### src/rtl/preif_fetch_queue.sv
// Pre-IF fetch controller: generates fetch PCs, keeps up to DEPTH outstanding
// inst_sram requests in an in-order queue and drops returns made stale by redirects.
module preif_fetch_queue #(
  parameter logic [31:0] RESET_PC = 32'h1C00_0000,
  parameter int          DEPTH    = 4
) (
  input  logic        clk,
  input  logic        resetn,
  input  logic        wb_ex,
  input  logic [31:0] ex_entry,
  input  logic        ertn_flush,
  input  logic [31:0] ex_ra,
  input  logic        br_taken_cancel,
  input  logic [31:0] br_target,
  output logic        inst_sram_req,
  output logic [31:0] inst_sram_addr,
  input  logic        inst_sram_addr_ok,
  input  logic        inst_sram_data_ok,
  input  logic [31:0] inst_sram_rdata,
  output logic        if_valid,
  input  logic        if_ready,
  output logic [31:0] if_pc,
  output logic [31:0] if_inst,
  output logic        if_ex
);

  localparam int PTR_W = $clog2(DEPTH);
  localparam int CNT_W = PTR_W + 1;
  localparam logic [CNT_W-1:0] CNT_FULL = CNT_W'(DEPTH);

  // Encoding order doubles as priority order: larger value wins.
  typedef enum logic [1:0] {
    KIND_NONE = 2'd0,
    KIND_BR   = 2'd1,
    KIND_ERTN = 2'd2,
    KIND_EX   = 2'd3
  } redir_kind_e;

  redir_kind_e        pend_kind_r;
  logic [31:0]        pend_tgt_r;
  logic [31:0]        last_pc_r;
  logic [PTR_W-1:0]   head_ptr_r;
  logic [PTR_W-1:0]   tail_ptr_r;
  logic [CNT_W-1:0]   count_r;

  logic [31:0]        ent_pc_r   [DEPTH];
  logic [31:0]        ent_inst_r [DEPTH];
  logic [DEPTH-1:0]   ent_done_r;
  logic [DEPTH-1:0]   ent_stale_r;
  logic [DEPTH-1:0]   ent_ex_r;

  redir_kind_e        cur_kind_s;
  logic [31:0]        cur_tgt_s;
  logic               take_cur_s;
  logic               redirect_any_s;
  logic [31:0]        next_pc_s;
  logic               aligned_s;
  logic               full_s;
  logic               push_s;
  logic               pop_s;
  logic               head_done_s;
  logic               head_stale_s;
  logic               ret_hit_s;
  logic [PTR_W-1:0]   ret_idx_s;
  logic [PTR_W-1:0]   scan_idx_s;
  logic               ret_done_s;

  // Same-cycle redirect source selection by fixed priority
  always_comb begin
    cur_kind_s = KIND_NONE;
    cur_tgt_s  = 32'h0;
    if (wb_ex) begin
      cur_kind_s = KIND_EX;
      cur_tgt_s  = ex_entry;
    end else if (ertn_flush) begin
      cur_kind_s = KIND_ERTN;
      cur_tgt_s  = ex_ra;
    end else if (br_taken_cancel) begin
      cur_kind_s = KIND_BR;
      cur_tgt_s  = br_target;
    end else begin
      cur_kind_s = KIND_NONE;
      cur_tgt_s  = 32'h0;
    end
  end

  assign redirect_any_s = wb_ex | ertn_flush | br_taken_cancel;
  assign take_cur_s     = (cur_kind_s != KIND_NONE) && (cur_kind_s >= pend_kind_r);

  // Next fetch PC: winning redirect, else held redirect, else sequential
  always_comb begin
    next_pc_s = last_pc_r + 32'd4;
    if (take_cur_s) begin
      next_pc_s = cur_tgt_s;
    end else if (pend_kind_r != KIND_NONE) begin
      next_pc_s = pend_tgt_r;
    end else begin
      next_pc_s = last_pc_r + 32'd4;
    end
  end

  assign aligned_s      = (next_pc_s[1:0] == 2'b00);
  assign full_s         = (count_r == CNT_FULL);
  assign inst_sram_req  = resetn && !full_s && aligned_s;
  assign inst_sram_addr = {next_pc_s[31:2], 2'b00};
  // A misaligned PC allocates an ADEF entry without touching the SRAM.
  assign push_s         = !full_s && (aligned_s ? inst_sram_addr_ok : 1'b1);

  assign head_done_s  = (count_r != {CNT_W{1'b0}}) && ent_done_r[head_ptr_r];
  assign head_stale_s = ent_stale_r[head_ptr_r];
  assign pop_s        = head_done_s && (head_stale_s || if_ready);

  assign if_valid = head_done_s && !head_stale_s;
  assign if_pc    = if_valid ? ent_pc_r[head_ptr_r]   : 32'h0;
  assign if_inst  = if_valid ? ent_inst_r[head_ptr_r] : 32'h0;
  assign if_ex    = if_valid ? ent_ex_r[head_ptr_r]   : 1'b0;

  // Locate the oldest undone entry, the one the next data_ok belongs to
  always_comb begin
    ret_hit_s  = 1'b0;
    ret_idx_s  = {PTR_W{1'b0}};
    scan_idx_s = {PTR_W{1'b0}};
    for (int i = 0; i < DEPTH; i++) begin
      scan_idx_s = head_ptr_r + PTR_W'(i);
      if (!ret_hit_s && (CNT_W'(i) < count_r) && !ent_done_r[scan_idx_s]) begin
        ret_hit_s = 1'b1;
        ret_idx_s = scan_idx_s;
      end else begin
        ret_hit_s = ret_hit_s;
      end
    end
  end

  assign ret_done_s = inst_sram_data_ok && ret_hit_s;

  // Queue pointers, occupancy, pending redirect and last fetched PC
  always_ff @(posedge clk or negedge resetn) begin
    if (!resetn) begin
      pend_kind_r <= KIND_NONE;
      pend_tgt_r  <= 32'h0;
      last_pc_r   <= RESET_PC - 32'd4;
      head_ptr_r  <= {PTR_W{1'b0}};
      tail_ptr_r  <= {PTR_W{1'b0}};
      count_r     <= {CNT_W{1'b0}};
    end else begin
      if (push_s) begin
        pend_kind_r <= KIND_NONE;
        pend_tgt_r  <= 32'h0;
        // Keep the sequential stream word aligned after an ADEF entry.
        last_pc_r   <= {next_pc_s[31:2], 2'b00};
        tail_ptr_r  <= tail_ptr_r + PTR_W'(1);
      end else if (take_cur_s) begin
        pend_kind_r <= cur_kind_s;
        pend_tgt_r  <= cur_tgt_s;
      end
      if (pop_s) begin
        head_ptr_r <= head_ptr_r + PTR_W'(1);
      end
      case ({push_s, pop_s})
        2'b10:   count_r <= count_r + CNT_W'(1);
        2'b01:   count_r <= count_r - CNT_W'(1);
        default: count_r <= count_r;
      endcase
    end
  end

  // Entry storage: stale marking, in-order completion, allocation
  always_ff @(posedge clk or negedge resetn) begin
    if (!resetn) begin
      for (int i = 0; i < DEPTH; i++) begin
        ent_pc_r[i]   <= 32'h0;
        ent_inst_r[i] <= 32'h0;
      end
      ent_done_r  <= {DEPTH{1'b0}};
      ent_stale_r <= {DEPTH{1'b0}};
      ent_ex_r    <= {DEPTH{1'b0}};
    end else begin
      if (redirect_any_s) begin
        ent_stale_r <= {DEPTH{1'b1}};
      end
      if (ret_done_s) begin
        ent_done_r[ret_idx_s] <= 1'b1;
        ent_inst_r[ret_idx_s] <= inst_sram_rdata;
      end
      // Allocation comes last so the new entry is never marked stale.
      if (push_s) begin
        ent_pc_r[tail_ptr_r]    <= next_pc_s;
        ent_inst_r[tail_ptr_r]  <= 32'h0;
        ent_done_r[tail_ptr_r]  <= !aligned_s;
        ent_stale_r[tail_ptr_r] <= 1'b0;
        ent_ex_r[tail_ptr_r]    <= !aligned_s;
      end
    end
  end

endmodule

### config.mk
export PLATFORM = sky130hd
export DESIGN_NAME = preif_fetch_queue
export DESIGN_NICKNAME = d
export VERILOG_FILES = /design/src/rtl/preif_fetch_queue.sv
export SDC_FILE = /design/constraint.sdc
export NUM_CORES = 1
export LEC_CHECK = 0
export BUFFER_PORTS_ARGS = -buffer_cell sky130_fd_sc_hd__buf_2
export CELL_PAD_IN_SITES_DETAIL_PLACEMENT = 0
export CELL_PAD_IN_SITES_GLOBAL_PLACEMENT = 1
export CORE_ASPECT_RATIO = 1.1
export CORE_MARGIN = 4
export CORE_UTILIZATION = 49
export CTS_BUF_LIST = sky130_fd_sc_hd__clkbuf_16
export CTS_CLUSTER_DIAMETER = 50
export DETAILED_ROUTE_END_ITERATION = 12
export GPL_TIMING_DRIVEN = 1
export PLACE_DENSITY_LB_ADDON = 0.1
export SYNTH_ARGS = -nofsm -noshare
export SYNTH_HDL_FRONTEND = slang
export SYNTH_SLANG_ARGS = --single-unit
### constraint.sdc
create_clock -name clk -period 8 [get_ports clk]
set_clock_uncertainty 0.05 [all_clocks]
set_input_delay 1.6 -clock clk [delete_from_list [all_inputs] [get_ports clk]]
set_output_delay 1.6 -clock clk [all_outputs]
set_load 0.02 [all_outputs]
==> flow_summary.toml, run 1 <==
[cells_and_area]
synthToLayoutAreaGrowth_pct = 14.0
layout-drive-gt1-share_pct = 22.9
final_cell_area_um2 = 20100
fillers = 3245
fin_nets = 2101

[power]
p_int_uw = 5040
vdd_drop_max_mv = 0.215
combPwrFrac_pct = 44.3
p_sw_share_pct = 42.2
p_switching_uw = 3690
p_leak_uw = 0.00900
powerDensity_nw_per_um2 = 435
p_clk_share_pct = 21.6
seq_power_share_pct = 34.2

[critical_path]
end_kind = "output pin"
crit_fanout = 35
worstPathRequired_ps = 6350
critPathLaunch = "ertn_flush"
crit_end = "inst_sram_addr[31]"
r2r_cells = 9
r2r_start = "head_ptr_r[0]"
r2r_setup_slack_ps = 2990
critPathLaunchType = "primary input"
r2r_end = "ent_inst_r[106]"
critPathKind = "primary input to output pin"
cp.arrival_ps = 5190

[clock_network]
clock_latency_ps = 540
clk_path_buf_depth = 3
clkSlewWorstSetupHoldPaths_ps = 60
htreeDepth = 2
cts_inserted_buffers = 42
post_cts_buffers = 0
cts_hold_buffers = 0
cts_resized = 0
cts-root-buf = "clkbuf_16"
clock-sinks = 339
cts_tree = "done"

[floorplan]
core_um2 = 35300
die-area_um2 = 39000
initial_utilization_pct = 49.8
die_h_um = 207
rows = 72
io_pins = 235
die_x_um = 189

[global_route]
grt_pass1_wl_mm = 77.1
overflow = 0
grt_pass1_vias = 13900
grt_util_all_layers_pct = 24.8
antenna_found_initial = 1
grt_start_max_net_pins = 178

[sta]
final_max_slew_viol_count = 0
finalCritPeriodShare_pct = 85.5
rsz0062_at_grt = "false"
setup_viol = 0
timing.setup.tns_ps = 0
worst_hold_slack_ps = 424
max_slew_margin_pct = 22.6
fin_crit_ps = 6840
worstMarginPinSlew_ps = 1160
hold_violations = 0
fmax_ghz = 0.146

[synth]
avgSynthCellArea_um2 = 9.59
yosys-top-cells-area = "dfrtp_1 (45%), mux4_2 (8.8%), nand2_1 (7.6%), o21ai_0 (7.1%), nand3_1 (4.0%)"
synth_most_common_cell = "nand2_1"
synth_top_area_cell = "dfrtp_1"
yosysSeqAreaShare_pct = 48.4
synth_edf_count = 0
ys.warnings.count = 0
syn-cell-area_um2 = 17600
ys_ff_latch = 339
synthCells = 1834
synthArstFlopShare_pct = 100
yosys.cell_types.count = 71
yosys-top-cells-count = "nand2_1 (354), dfrtp_1 (313), o21ai_0 (249)"
yosysTopAreaCellShare_pct = 44.5
ys.flop_type = "dfrtp_1"

[place]
placed_area_um2 = 18700
io_buffers = 232
dp_hpwl_mm = 30.7
place.gp.congestion = 0.860

[route]
drt-wirelength-per-cell_um = 19.5
viasPerCell = 5.62
drt_pass1_iterations = 5
drtIter0Drc = 1009
detail-route-antenna-nets = 0
num_vias = 13900
drc_errors = 0
routed_wl_mm = 48.2

[min_path]
hold_class = "flop to flop"

[outcome]
status = "finished, final reports clean"

[run]
maxCapViolations = 0
==> power groups by stage <==
stage | Sequential, uW | Clock [uW] | Combinational, uW
5_1_grt | 3080 | 2010 | 4320
4_1_cts | 2990 | 1930 | 3920
3_5_place_dp | 3010 | 0 | 3900
6_report | 2980 | 1880 | 3860
3_3_place_gp | 2990 | 0 | 3830
2_1_floorplan | 2770 | 0 | 3190
==> how the worst min path moves through the flow <==
stage            startpoint            to  cells past startpoint
2_1_floorplan  ent_pc_r[32]  ent_pc_r[32]                      2
3_3_place_gp   ent_pc_r[74]  ent_pc_r[74]                      2
3_5_place_dp   ent_pc_r[38]  ent_pc_r[38]                      2
4_1_cts         ent_pc_r[5]   ent_pc_r[5]                      2
5_1_grt        ent_pc_r[45]  ent_pc_r[45]                      2
6_report        ent_pc_r[5]   ent_pc_r[5]                      2
==> placed cells by master (no fill, tap or decap), drive strengths merged, types with 17 or more instances in the layout <==
cell / count
a21boi: 17
a21oi: 51
a221o: 17
a221oi: 17
buf: 257
clkbuf: 43
dfrtp: 313
dfstp: 26
inv: 57
mux4: 69
nand2: 354
nand3: 140
nor2: 56
nor2b: 67
o211ai: 18
o21ai: 318
xnor2: 22
==> metal layers <==
metal	part of all wire, %	vias up	GRT usage, %
met5	0	-	0
met4	2.4	0	6.90
met3	5.8	74	4.51
met2	47	400	41.0
met1	44	6767	34.2
li1	-	6623	-
==> critical path, cell delays in order <==
cell      delay (ps)
buf_2            290
nor2b_2          170
buf_4            320
nor2_1           110
ha_1             300
nand2b_1         110
a21oi_1          130
nor2_2           490
nor2_1           300
buf_4            290
a221oi_1         650
inv_1            190
buf_2            210
==> stage by stage <==
stage          instances  util (%)  power, uW  setup slack (ps)
2_1_floorplan       1835         -       5960              2060
3_3_place_gp        2390      52.9       6820              1240
3_5_place_dp        2390      52.9       6920              1150
4_1_cts             2467      56.8       8830              1100
5_1_grt             2468      56.8       9410               860
6_report            2468      56.8       8730              1160
==> registers in the layout, indices dropped and copies added (netlist names) <==
name / flops
tail_ptr_r: 2
pend_tgt_r: 32
ent_pc_r: 128
ent_inst_r: 128
ent_done_r: 4
head_ptr_r: 2
count_r: 3
last_pc_r: 30
ent_ex_r: 4
ent_stale_r: 4
pend_kind_r: 2
==> final cells by class <==
cell class | count | area, um^2 | share of cell area, %
repair buffers | 257 | 1400 | 6.96
diodes | 1 | 2.50 | 0.0125
clock inverters | 34 | 298 | 1.48
flip-flops and latches | 339 | 8520 | 42.5
inverters | 46 | 173 | 0.861
clock buffers | 43 | 1080 | 5.36
multi-input cells | 1267 | 7990 | 39.8
well taps | 481 | 602 | 3.00
==> kinds of logic after synthesis <==
| group | Yosys count | share of synthesized area [%] |
|---|---|---|
| muxes | 74 | 9.14 |
| DFF | 339 | 48.4 |
| other | 1 | 0.0213 |
| buffers and inverters | 229 | 6.70 |
| and+or+nand+nor | 668 | 17.0 |
| AOI/OAI and AO/OA | 477 | 16.2 |
| adders and majority gates | 12 | 0.853 |
| xor gates and xnor gates | 34 | 1.69 |
Note: power is estimated with default switching activity, not from simulation.
==> inputs of run 2 (changes only) <==
CORE_MARGIN = 2   (was 4)
CORE_UTILIZATION = 40   (was 49)
GPL_ROUTABILITY_DRIVEN = 0   (was unset)
==> run 2 against run 1 <==
Power rose by 2.4%. Wire length increased by 3.9%. Design area increased by 1.6%. Worst setup slack better by 220 ps. Largest cell class unchanged. Highest routed layer is now met5. Utilization decreased by 9.9 points. Flip-flop and latch count stayed put.
==> flow_summary.toml, run 2 (same netlist as run 1, synthesis figures left out) <==
[outcome]
status = "finished, final reports clean"

[route]
wl_met2_mm = 23.9
drtIter0Drc = 762
viasPerCell = 5.31
met3WireLength_mm = 2.48
drt-wirelength-per-cell_um = 19.5
num_vias = 13700
drt_pass1_iterations = 6
drc_errors = 0
detail-route-antenna-nets = 0
routedLengthMet1_mm = 23.0
routed_wl_mm = 50.1
topRoutingLayerUsed = "met5"

[clock_network]
htreeDepth = 2
clkSlewWorstSetupHoldPaths_ps = 60
cts_inserted_buffers = 45
cts_tree = "done"
post_cts_buffers = 0
cts-root-buf = "clkbuf_16"
clk_path_buf_depth = 3
cts_hold_buffers = 0
clock_latency_ps = 580
clock-sinks = 339
cts_resized = 0

[floorplan]
die_x_um = 204
core_um2 = 43400
die_h_um = 224
initial_utilization_pct = 40.5
die-area_um2 = 45700
io_pins = 235
rows = 80

[power]
p_sw_share_pct = 42.1
combPwrFrac_pct = 43.3
p_leak_uw = 0.00910
p_switching_uw = 3760
powerDensity_nw_per_um2 = 439
vdd_drop_max_mv = 0.209
p_int_uw = 5180
p_clk_share_pct = 23.2
seq_power_share_pct = 33.5

[global_route]
overflow = 0
antenna_found_initial = 4
grt_util_all_layers_pct = 22.4
grt_start_max_net_pins = 125
grt_pass1_vias = 13700
grt_pass1_wl_mm = 80.2

[sta]
rsz0062_at_grt = "false"
finalCritPeriodShare_pct = 82.7
fmax_ghz = 0.151
hold_violations = 0
timing.setup.tns_ps = 0
max_slew_margin_pct = 28.8
setup_viol = 0
worstMarginPinSlew_ps = 1060
final_max_slew_viol_count = 0
fin_crit_ps = 6620

[critical_path]
worstPathRequired_ps = 6350
crit_slowest_cell = "nor2_1"
critPathKind = "primary input to output pin"
critPathLaunchType = "primary input"
end_kind = "output pin"
slowest_delay_ps = 830
path_cells = "buf_2, nor2_1, ha_1, nand2b_1, a21oi_1, nor2_2, buf_4, nor2_1, a221oi_1, inv_1, buf_2"
crit_fanout = 43
cp.arrival_ps = 4970

[cells_and_area]
layout-drive-gt1-share_pct = 23.8
fin_nets = 2110
synthToLayoutAreaGrowth_pct = 15.8
final_common_cell = "nand2_1"
final_cell_mix = "nand2_1 (353), dfrtp_1 (311), o21ai_0 (249), buf_2 (231), nand3_1 (139)"
top_regs = "ent_inst_r x128, ent_pc_r x128, pend_tgt_r x32"
final_core_util_pct = 46.9

[place]
dp_hpwl_mm = 32.6
io_buffers = 232

[run]
maxCapViolations = 0

[min_path]
hold_class = "flop to flop"
## run 2: cell types whose count changed in the layout (fill, tap and decap cells not counted), moves of 2 or more
| cell | delta |
|---|---|
| buf_4 | +7 |
| clkbuf_16 | +4 |
| clkinv_1 | -3 |
| clkinv_2 | +5 |
| clkinv_4 | +2 |
| diode_2 | +2 |
| inv_1 | -5 |
## run 2: cell type report
type | instances | area [um^2]
well taps | 574 | 718
multi-input cells | 1267 | 7990
clock inverters | 36 | 360
flip-flops and latches | 339 | 8520
fillers | 4264 | 23100
diodes | 3 | 7.51
clock buffers | 47 | 1180
inverters | 46 | 173
repair buffers | 263 | 1430
## run 2: metal layers
layer,track usage [%],vias to the layer above
li1,-,6645
met1,31.5,6661
met2,36.3,323
met3,3.65,54
met4,5.59,2
met5,0,-
## run 2: worst paths after layout
| kind | start | end | slack (ps) | depth (start not counted) |
|---|---|---|---|---|
| max in group asynchronous | resetn | ent_ex_r[2] | 4820 | 3 |
| min in group asynchronous | resetn | ent_inst_r[74] | 940 | 1 |
| min reg2reg | ent_pc_r[52] | ent_pc_r[52] | 420 | 2 |
| max reg2reg | head_ptr_r[0] | ent_inst_r[106] | 3060 | 9 |
| max | wb_ex | inst_sram_addr[26] | 1380 | 11 |
| min | ent_pc_r[52] | ent_pc_r[52] | 420 | 2 |
## run 2: critical path, delay by kind of cell
| kind | cells | cell delay (ps) |
|---|---|---|
| AND/OR/NAND/NOR | 4 | 1230 |
| AO/OA/AOI/OAI | 2 | 740 |
| adder cells (fa/ha/maj) | 1 | 290 |
| buffers and inverters | 4 | 1090 |
## run 2: power by group through the flow
stage | registers, uW | logic, uW | clock network (uW)
2_1_floorplan | 2770 | 3190 | 0
3_3_place_gp | 3010 | 3870 | 0
3_5_place_dp | 3030 | 3950 | 0
4_1_cts | 3010 | 3950 | 2130
5_1_grt | 3100 | 4360 | 2210
6_report | 2990 | 3870 | 2080
## run 2: stage by stage
| stage | setup WS, ps | hold WS (ps) | power, uW | std cells | cell area (um^2) |
|---|---|---|---|---|---|
| after floorplan | 2060 | 395 | 5960 | 1835 | 17600 |
| after global placement | 1530 | 406 | 6880 | 2489 | 18800 |
| after detailed placement | 1450 | 415 | 6980 | 2489 | 18800 |
| after CTS | 1440 | 429 | 9090 | 2572 | 20400 |
| after global routing | 1150 | 443 | 9670 | 2573 | 20400 |
| final | 1380 | 424 | 8940 | 2575 | 20400 |
